[config.mk]
export PLATFORM = sky130hd
export DESIGN_NAME = multiplexing_scanner
export DESIGN_NICKNAME = d
export VERILOG_FILES = /design/src/rtl/multiplexing_scanner.sv
export SDC_FILE = /design/constraint.sdc
export NUM_CORES = 1
export LEC_CHECK = 0
export ABC_AREA = 1
export CORE_MARGIN = 4
export CORE_UTILIZATION = 43
export DETAILED_ROUTE_END_ITERATION = 8
export GPL_ROUTABILITY_DRIVEN = 0
export PLACE_DENSITY = 0.78
export SYNTH_ARGS = -nofsm -noshare
export SYNTH_HDL_FRONTEND = slang
export SYNTH_SLANG_ARGS = --single-unit
[constraint.sdc]
create_clock -name clk -period 3 [get_ports clk]
set_input_delay 0.3 -clock clk [delete_from_list [all_inputs] [get_ports clk]]
set_output_delay 0.3 -clock clk [all_outputs]
set_load 0.02 [all_outputs]
[src/rtl/multiplexing_scanner.sv]
// multiplexing_scanner
// Scans one LED driver group for a single frame. Each multiplexing row is
// walked in turn: the scanner requests every driver output index (row_en, led)
// from the pixel fetch path over a valid/ready handshake, then pulses the
// driver latch, optionally blanks the row for BLANK_CYCLES, and moves on.
// After the last row it returns to IDLE and pulses frame_done.
//
// Optional feature macro: MUX_SCAN_BLANK_EN
//   defined   : a BLANK interval of BLANK_CYCLES follows every latch
//   undefined : the next row starts right after the latch (BLANK_CYCLES unused)
//
// Ports
//   clk        in   rising-edge clock
//   rst        in   synchronous active-high reset
//   start      in   single-cycle frame request, honoured only in IDLE
//   busy       out  high in every state except IDLE
//   row_en     out  one-hot active multiplexing row (zero in IDLE and BLANK)
//   led        out  driver output index of the current request
//   req_valid  out  (row_en, led) request valid
//   req_ready  in   consumer accepts the request
//   latch      out  one-cycle driver latch pulse
//   frame_done out  one-cycle pulse in the first IDLE cycle after a frame
//
// state | meaning
// IDLE  | waiting for start
// SHIFT | issuing (row_en, led) requests for the current row
// LATCH | one-cycle latch pulse, row still enabled
// BLANK | row disabled while blank_cnt counts down

module multiplexing_scanner #(
    parameter int NB_LEDS_PER_GROUP = 16,
    parameter int NB_MUX_ROWS       = 4,
    parameter int BLANK_CYCLES      = 8,
    localparam int LED_WIDTH        = $clog2(NB_LEDS_PER_GROUP),
    localparam int ROW_WIDTH        = $clog2(NB_MUX_ROWS)
) (
    input  logic                   clk,
    input  logic                   rst,
    input  logic                   start,
    output logic                   busy,
    output logic [NB_MUX_ROWS-1:0] row_en,
    output logic [LED_WIDTH-1:0]   led,
    output logic                   req_valid,
    input  logic                   req_ready,
    output logic                   latch,
    output logic                   frame_done
);

    if (BLANK_CYCLES < 1) begin : g_blank_check
        $error("multiplexing_scanner: BLANK_CYCLES must be at least 1");
    end

    localparam logic [LED_WIDTH-1:0]   LED_LAST = LED_WIDTH'(NB_LEDS_PER_GROUP - 1);
    localparam logic [ROW_WIDTH-1:0]   ROW_LAST = ROW_WIDTH'(NB_MUX_ROWS - 1);
    localparam logic [NB_MUX_ROWS-1:0] ROW_ONE  = NB_MUX_ROWS'(1);

    typedef enum logic [1:0] {IDLE, SHIFT, LATCH, BLANK} state_t;

    state_t                 state, state_nxt;
    logic [ROW_WIDTH-1:0]   row_cnt, row_cnt_nxt;
    logic [LED_WIDTH-1:0]   led_cnt, led_cnt_nxt;
    logic                   row_done;
    logic                   busy_nxt, req_valid_nxt, latch_nxt, frame_done_nxt;
    logic [NB_MUX_ROWS-1:0] row_en_nxt;

`ifdef MUX_SCAN_BLANK_EN
    localparam int BLANK_W = $clog2(BLANK_CYCLES + 1);
    localparam logic [BLANK_W-1:0] BLANK_LOAD = BLANK_W'(BLANK_CYCLES - 1);
    logic [BLANK_W-1:0] blank_cnt, blank_cnt_nxt;
`endif

    always_ff @(posedge clk) begin
        if (rst) begin
            state      <= IDLE;
            row_cnt    <= '0;
            led_cnt    <= '0;
            busy       <= 1'b0;
            row_en     <= '0;
            req_valid  <= 1'b0;
            latch      <= 1'b0;
            frame_done <= 1'b0;
`ifdef MUX_SCAN_BLANK_EN
            blank_cnt  <= '0;
`endif
        end else begin
            state      <= state_nxt;
            row_cnt    <= row_cnt_nxt;
            led_cnt    <= led_cnt_nxt;
            busy       <= busy_nxt;
            row_en     <= row_en_nxt;
            req_valid  <= req_valid_nxt;
            latch      <= latch_nxt;
            frame_done <= frame_done_nxt;
`ifdef MUX_SCAN_BLANK_EN
            blank_cnt  <= blank_cnt_nxt;
`endif
        end
    end

    // led_cnt is itself a flop, so the index output is taken straight from it.
    assign led = led_cnt;

    always_comb begin
        state_nxt      = state;
        row_cnt_nxt    = row_cnt;
        led_cnt_nxt    = led_cnt;
        row_done       = 1'b0;
        frame_done_nxt = 1'b0;
`ifdef MUX_SCAN_BLANK_EN
        blank_cnt_nxt  = blank_cnt;
`endif

        case (state)
            IDLE: begin
                if (start) begin
                    state_nxt   = SHIFT;
                    row_cnt_nxt = '0;
                    led_cnt_nxt = '0;
                end
            end
            SHIFT: begin
                // req_valid is high throughout SHIFT, so ready alone marks a transfer.
                if (req_ready) begin
                    if (led_cnt == LED_LAST) begin
                        led_cnt_nxt = '0;
                        state_nxt   = LATCH;
                    end else begin
                        led_cnt_nxt = led_cnt + LED_WIDTH'(1);
                    end
                end
            end
            LATCH: begin
`ifdef MUX_SCAN_BLANK_EN
                state_nxt     = BLANK;
                blank_cnt_nxt = BLANK_LOAD;
`else
                row_done      = 1'b1;
`endif
            end
`ifdef MUX_SCAN_BLANK_EN
            BLANK: begin
                if (blank_cnt == '0) begin
                    row_done = 1'b1;
                end else begin
                    blank_cnt_nxt = blank_cnt - BLANK_W'(1);
                end
            end
`endif
            default: state_nxt = IDLE;
        endcase

        if (row_done) begin
            if (row_cnt == ROW_LAST) begin
                state_nxt      = IDLE;
                row_cnt_nxt    = '0;
                frame_done_nxt = 1'b1;
            end else begin
                state_nxt   = SHIFT;
                row_cnt_nxt = row_cnt + ROW_WIDTH'(1);
            end
        end

        // Outputs are decoded from the next state so that they leave the flops
        // aligned with the state they describe.
        busy_nxt      = (state_nxt != IDLE);
        req_valid_nxt = (state_nxt == SHIFT);
        latch_nxt     = (state_nxt == LATCH);
        row_en_nxt    = '0;
        if (state_nxt == SHIFT || state_nxt == LATCH) begin
            row_en_nxt = ROW_ONE << row_cnt_nxt;
        end
    end

endmodule

Yosys cells after proc, flatten, opt, wreduce, memory -nomap -nowiden
Cells that the tools add are included.

cells by class
  add/subtract/negate cells = 2
  equal/unequal tests = 8
  shift operators = 1
  multiplexer cells = 16
  bitwise gates (word level) = 2
  reduce and logical (&&, ||, !) cells = 7

operators by type and width
  operator                                              number
  two-way mux 2 bit                                     8
  two-way mux 4 bit                                     3
  one-hot mux 4 bit (2 select lines)                    1
  equality test 2 bit (second input constant)           3
  one-hot mux 2 bit (3 select lines)                    1
  adder 4 x 1 -> 4 bit (second input constant)          1
  equality test 2 x 1 -> 1 bit (second input constant)  2
  equality test 4 bit (second input constant)           1
  inequality test 2 bit (second input constant)         2
  nonzero test 2 bit                                    2
  OR reduction 2 bit                                    2
  left shift 1 x 2 -> 4 bit (first input constant)      1
  two-way mux 1 bit                                     3
  AND reduction 3 bit                                   1
  adder 2 x 1 -> 2 bit (second input constant)          1
  logical NOT 2 bit                                     1
  inverter 1 bit                                        2
  logical OR 1 bit                                      1

word-level totals
  bits in registers = 16
  input bits = 4
  output and inout port bits = 12

Depth between registers and ports, before layout
  depth in word-level cells = 9
  gate-level depth with buffers = 10

Worst setup path before layout
OpenSTA, ideal clock, no wires.

  path type = reg-to-reg
  start = register led_cnt[1] (netlist: led[1])
  end = register row_en[1]
  setup time = 0.113 ns
  arrival time = 1.568 ns
  required time = 2.887 ns
  path slack = 1.319 ns
  stages on the path, launching flop included = 11
  path buffers = 0
  period minus slack after synthesis = 1.681 ns
  cells stage by stage = dfxtp_1 ha_1 nand3_1 nand2_1 inv_1 nor2_1 ha_1 inv_1 nor2_1 nand3_1 nor2_1

on the way
  longest elaborated chain between the ends = 9
  elaborated cells on any way between the ends = 10

ends and longest elaborated chain
  what                                                                 RTL line  text
  start: declaration                                                   61        logic [LED_WIDTH-1:0] led_cnt, led_cnt_nxt;
  start signal: assignment                                             88        led_cnt <= led_cnt_nxt;
  equality test 4 bit *                                                124       if (led_cnt == LED_LAST) begin
  two-way mux 2 bit *                                                  124
  two-way mux 2 bit *                                                  123       if (req_ready) begin
  one-hot mux 2 bit (3 select lines) *                                 113       case (state)
  two-way mux 2 bit *                                                  152       if (row_done) begin
  equality test 2 x 1 -> 1 bit or equality test 2 bit (tied branches)  169       if (state_nxt == SHIFT || state_nxt == LATCH) begin
  logical OR 1 bit *                                                   169
  inverter 1 bit (no line) *                                           -
  OR reduction 2 bit (no line) *                                       -
  end signal: assignment                                               90        row_en <= row_en_nxt;
  end: declaration                                                     41        output logic [NB_MUX_ROWS-1:0] row_en,

Every way passes the cells marked *; elsewhere a longest branch is shown, timed or not.
A chain may end at the register's enable or synchronous reset.

Final worst setup path
Same ends and word-level chain as after synthesis.

==> flow_metrics.tcl <==
set metrics [dict create \
    hold_end "frame_done" \
    first_iter_violations 16 \
    leakagePower_nw 0.397 \
    start_util_pct 45.5 \
    grt_antenna_before_repair 0 \
    crit_chain "ha_1 > nand3_1 > nand2_1 > inv_1 > nor2_1 > ha_1 > inv_1 > nor2_1 > nand3_1 > nor2_1" \
    grt_max_degree 12 \
    yosys-top-cells-area "dfxtp_1 47%, nand2_1 10%, nor2_1 9.9%" \
    drtPass1Iterations 4 \
    overflow 0 \
    peakVddDrop_mv 0.284 \
    hp-start "state[1]" \
    die_area_um2 2300 \
    min_period_over_period_pct 58.9 \
    num_rows 14 \
    h-tree-depth 1 \
    p_total_mw 0.426 \
    dieHeight_um 47.9 \
    worstSetupEndpointType "register" \
    vias 628 \
    synthesis.area_um2 686 \
    fmax_ghz 0.566 \
    yosysTopAreaCell "dfxtp_1" \
    via_per_inst 4.94 \
    area_growth_syn_to_layout_pct 29.6 \
    hold-path-cell-count 2 \
    reg2reg_to "row_en[1]" \
    setup_violations 0 \
    clkTransAtPathRegs_ns 0.09 \
    synth_nets 102 \
    r2r_start "led[1]" \
    postCtsSetupRepairBufs 0 \
    hold_buffers 0 \
    wl_per_cell_um 10.6 \
    arrival_ns 1.96 \
    avgSynthCellArea_um2 7.37 \
    synth.distinct_cells 13 \
    crit_path_max_incr_delay_ns 0.40 \
    final_cell_mix "19 x nand2_1, 18 x nor2_1, 16 x dfxtp_1" \
    fin_worst_skew_ns 0.00107 \
    ant_nets 0 \
    final_hold_viol_count 0 \
    cts_tree "built" \
    hp-class "register to register" \
    place_inst 123 \
    n_fill_cell 141 \
    dp.final_hpwl_mm 1.04 \
    mostFrequentLayoutCell "nand2_1" \
    powerDensity_nw_per_um2 480 \
    grt_pass1_vias 510 \
    path_class "register to register" \
    cp_max_fo 4 \
    drc 0 \
    ys_seq_elements 16 \
    ys.warnings.count 0 \
    root_buffer "clkbuf_4" \
    cap_violations 0 \
    grt_pass1_wl_mm 2.10 \
    numCtsBuffers 3 \
    crit_required_ns 3.19 \
    maxSlewViolCount 0 \
    fin_tns_setup_ns 0 \
    io_buffers 15 \
    cts_sinks 16 \
    clk_latency_ns 0.29 \
    core_area_um2 1510 \
    worst-slew-pin-transition_ns 0.385 \
    synth_top_area_share_pct 46.7 \
    rsz0062_at_grt "no" \
    final_nets 121 \
    wirelength_mm 1.34 \
    synthCells 93 \
    ff2ff_setup_slack_ns 1.23 \
    track_usage_pct 13.6 \
    crit_slowest_cell "dfxtp_1" \
    clockBufferDepth 2 \
    path_buf_inv 2 \
    status "finished, final reports clean" \
    io_pins 16 \
    relSlewSlack_pct 74.3 \
    fin_cells 127 \
    reg2reg_depth 10 \
    period_minus_slack_ns 1.77 \
    crit_family "simple AND/OR/NAND/NOR gates" \
    drive_gt1_share_pct 11.7 \
    antennaDiodeCount 0 \
    cp-start-kind "register" \
    cts_resized 0 \
    ys_seq_area_share_pct 46.7 \
    dieWidth_um 47.9 \
    cpMostUsedCell "nor2_1" \
]
[worst max path at each step]
stage | cells past startpoint | endpoint | startpoint | slack [ns]
final | 10 | row_en[1] | led[1] | 1.23
after global routing | 10 | row_en[1] | led[1] | 1.08
after CTS | 10 | row_en[1] | led[1] | 1.25
after detailed placement | 9 | row_en[1] | req_ready | 1.05
after global placement | 9 | row_en[1] | req_ready | 1.12
after floorplan | 10 | row_en[1] | led[1] | 1.32
[registers in the layout (all words and copies together), names as in the netlist]
name,flops
row_cnt,2
frame_done,1
led,4
busy,1
row_en,4
state,2
req_valid,1
latch,1
[per-stage QoR]
step,utilization [%],worst slack [ns],hold slack (ns),cell area [µm²]
floorplan,-,1.32,0.484,686
global placement,56.6,1.12,0.523,852
detailed placement,56.6,1.05,0.531,852
CTS,59.0,1.25,0.546,888
global route,59.0,1.08,0.592,888
finish,59.0,1.23,0.551,888
[metal layers]
| layer | vias to the layer above | part of all wire (%) | wire [µm] | GRT usage [%] |
|---|---|---|---|---|
| met5 | - | 0 | 0 | 0 |
| met4 | 0 | 3.8 | 51 | 8.06 |
| met3 | 10 | 7.3 | 98 | 3.38 |
| met2 | 25 | 50 | 675 | 23.0 |
| met1 | 274 | 39 | 516 | 15.4 |
| li1 | 319 | - | - | - |
[kinds of logic after synthesis]
logic type	share of synthesized area, %
adder cells (fa/ha/maj)	9.12
AND/OR/NAND/NOR	31.2
AO/OA/AOI/OAI	4.20
flip-flops	46.7
buffers and inverters	8.76
[layout make-up]
cell class | count | area (µm²) | area share, %
Sequential cell | 16 | 320 | 36.1
Multi-Input combinational cell | 61 | 305 | 34.4
Timing Repair Buffer | 15 | 150 | 16.9
Inverter | 15 | 56.3 | 6.34
Clock buffer | 4 | 36.3 | 4.08
Tap cell | 16 | 20.0 | 2.25
[report_power, final]
part	switching, mW	internal (mW)	total, mW
clock	0.0702	0.0739	0.144
sequential	0.00440	0.219	0.224
combinational	0.0342	0.0240	0.0582
[Yosys cell counts, drive strengths merged]
library cell,n
clkbuf,1
a21oi,4
dfxtp,16
inv,15
o21ai,1
ha,5
nor2,20
nand2,21
nor3,1
nand3,9
[worst register-to-register path, stage by stage (launching register included)]
cell and delay (ns):
dfxtp_1 0.40, ha_1 0.22, nand3_1 0.11, nand2_1 0.09
inv_1 0.04, nor2_1 0.26, ha_1 0.29, inv_1 0.05
nor2_1 0.04, nand3_1 0.12, nor2_1 0.05
Note: power is estimated with default switching activity, not from simulation.
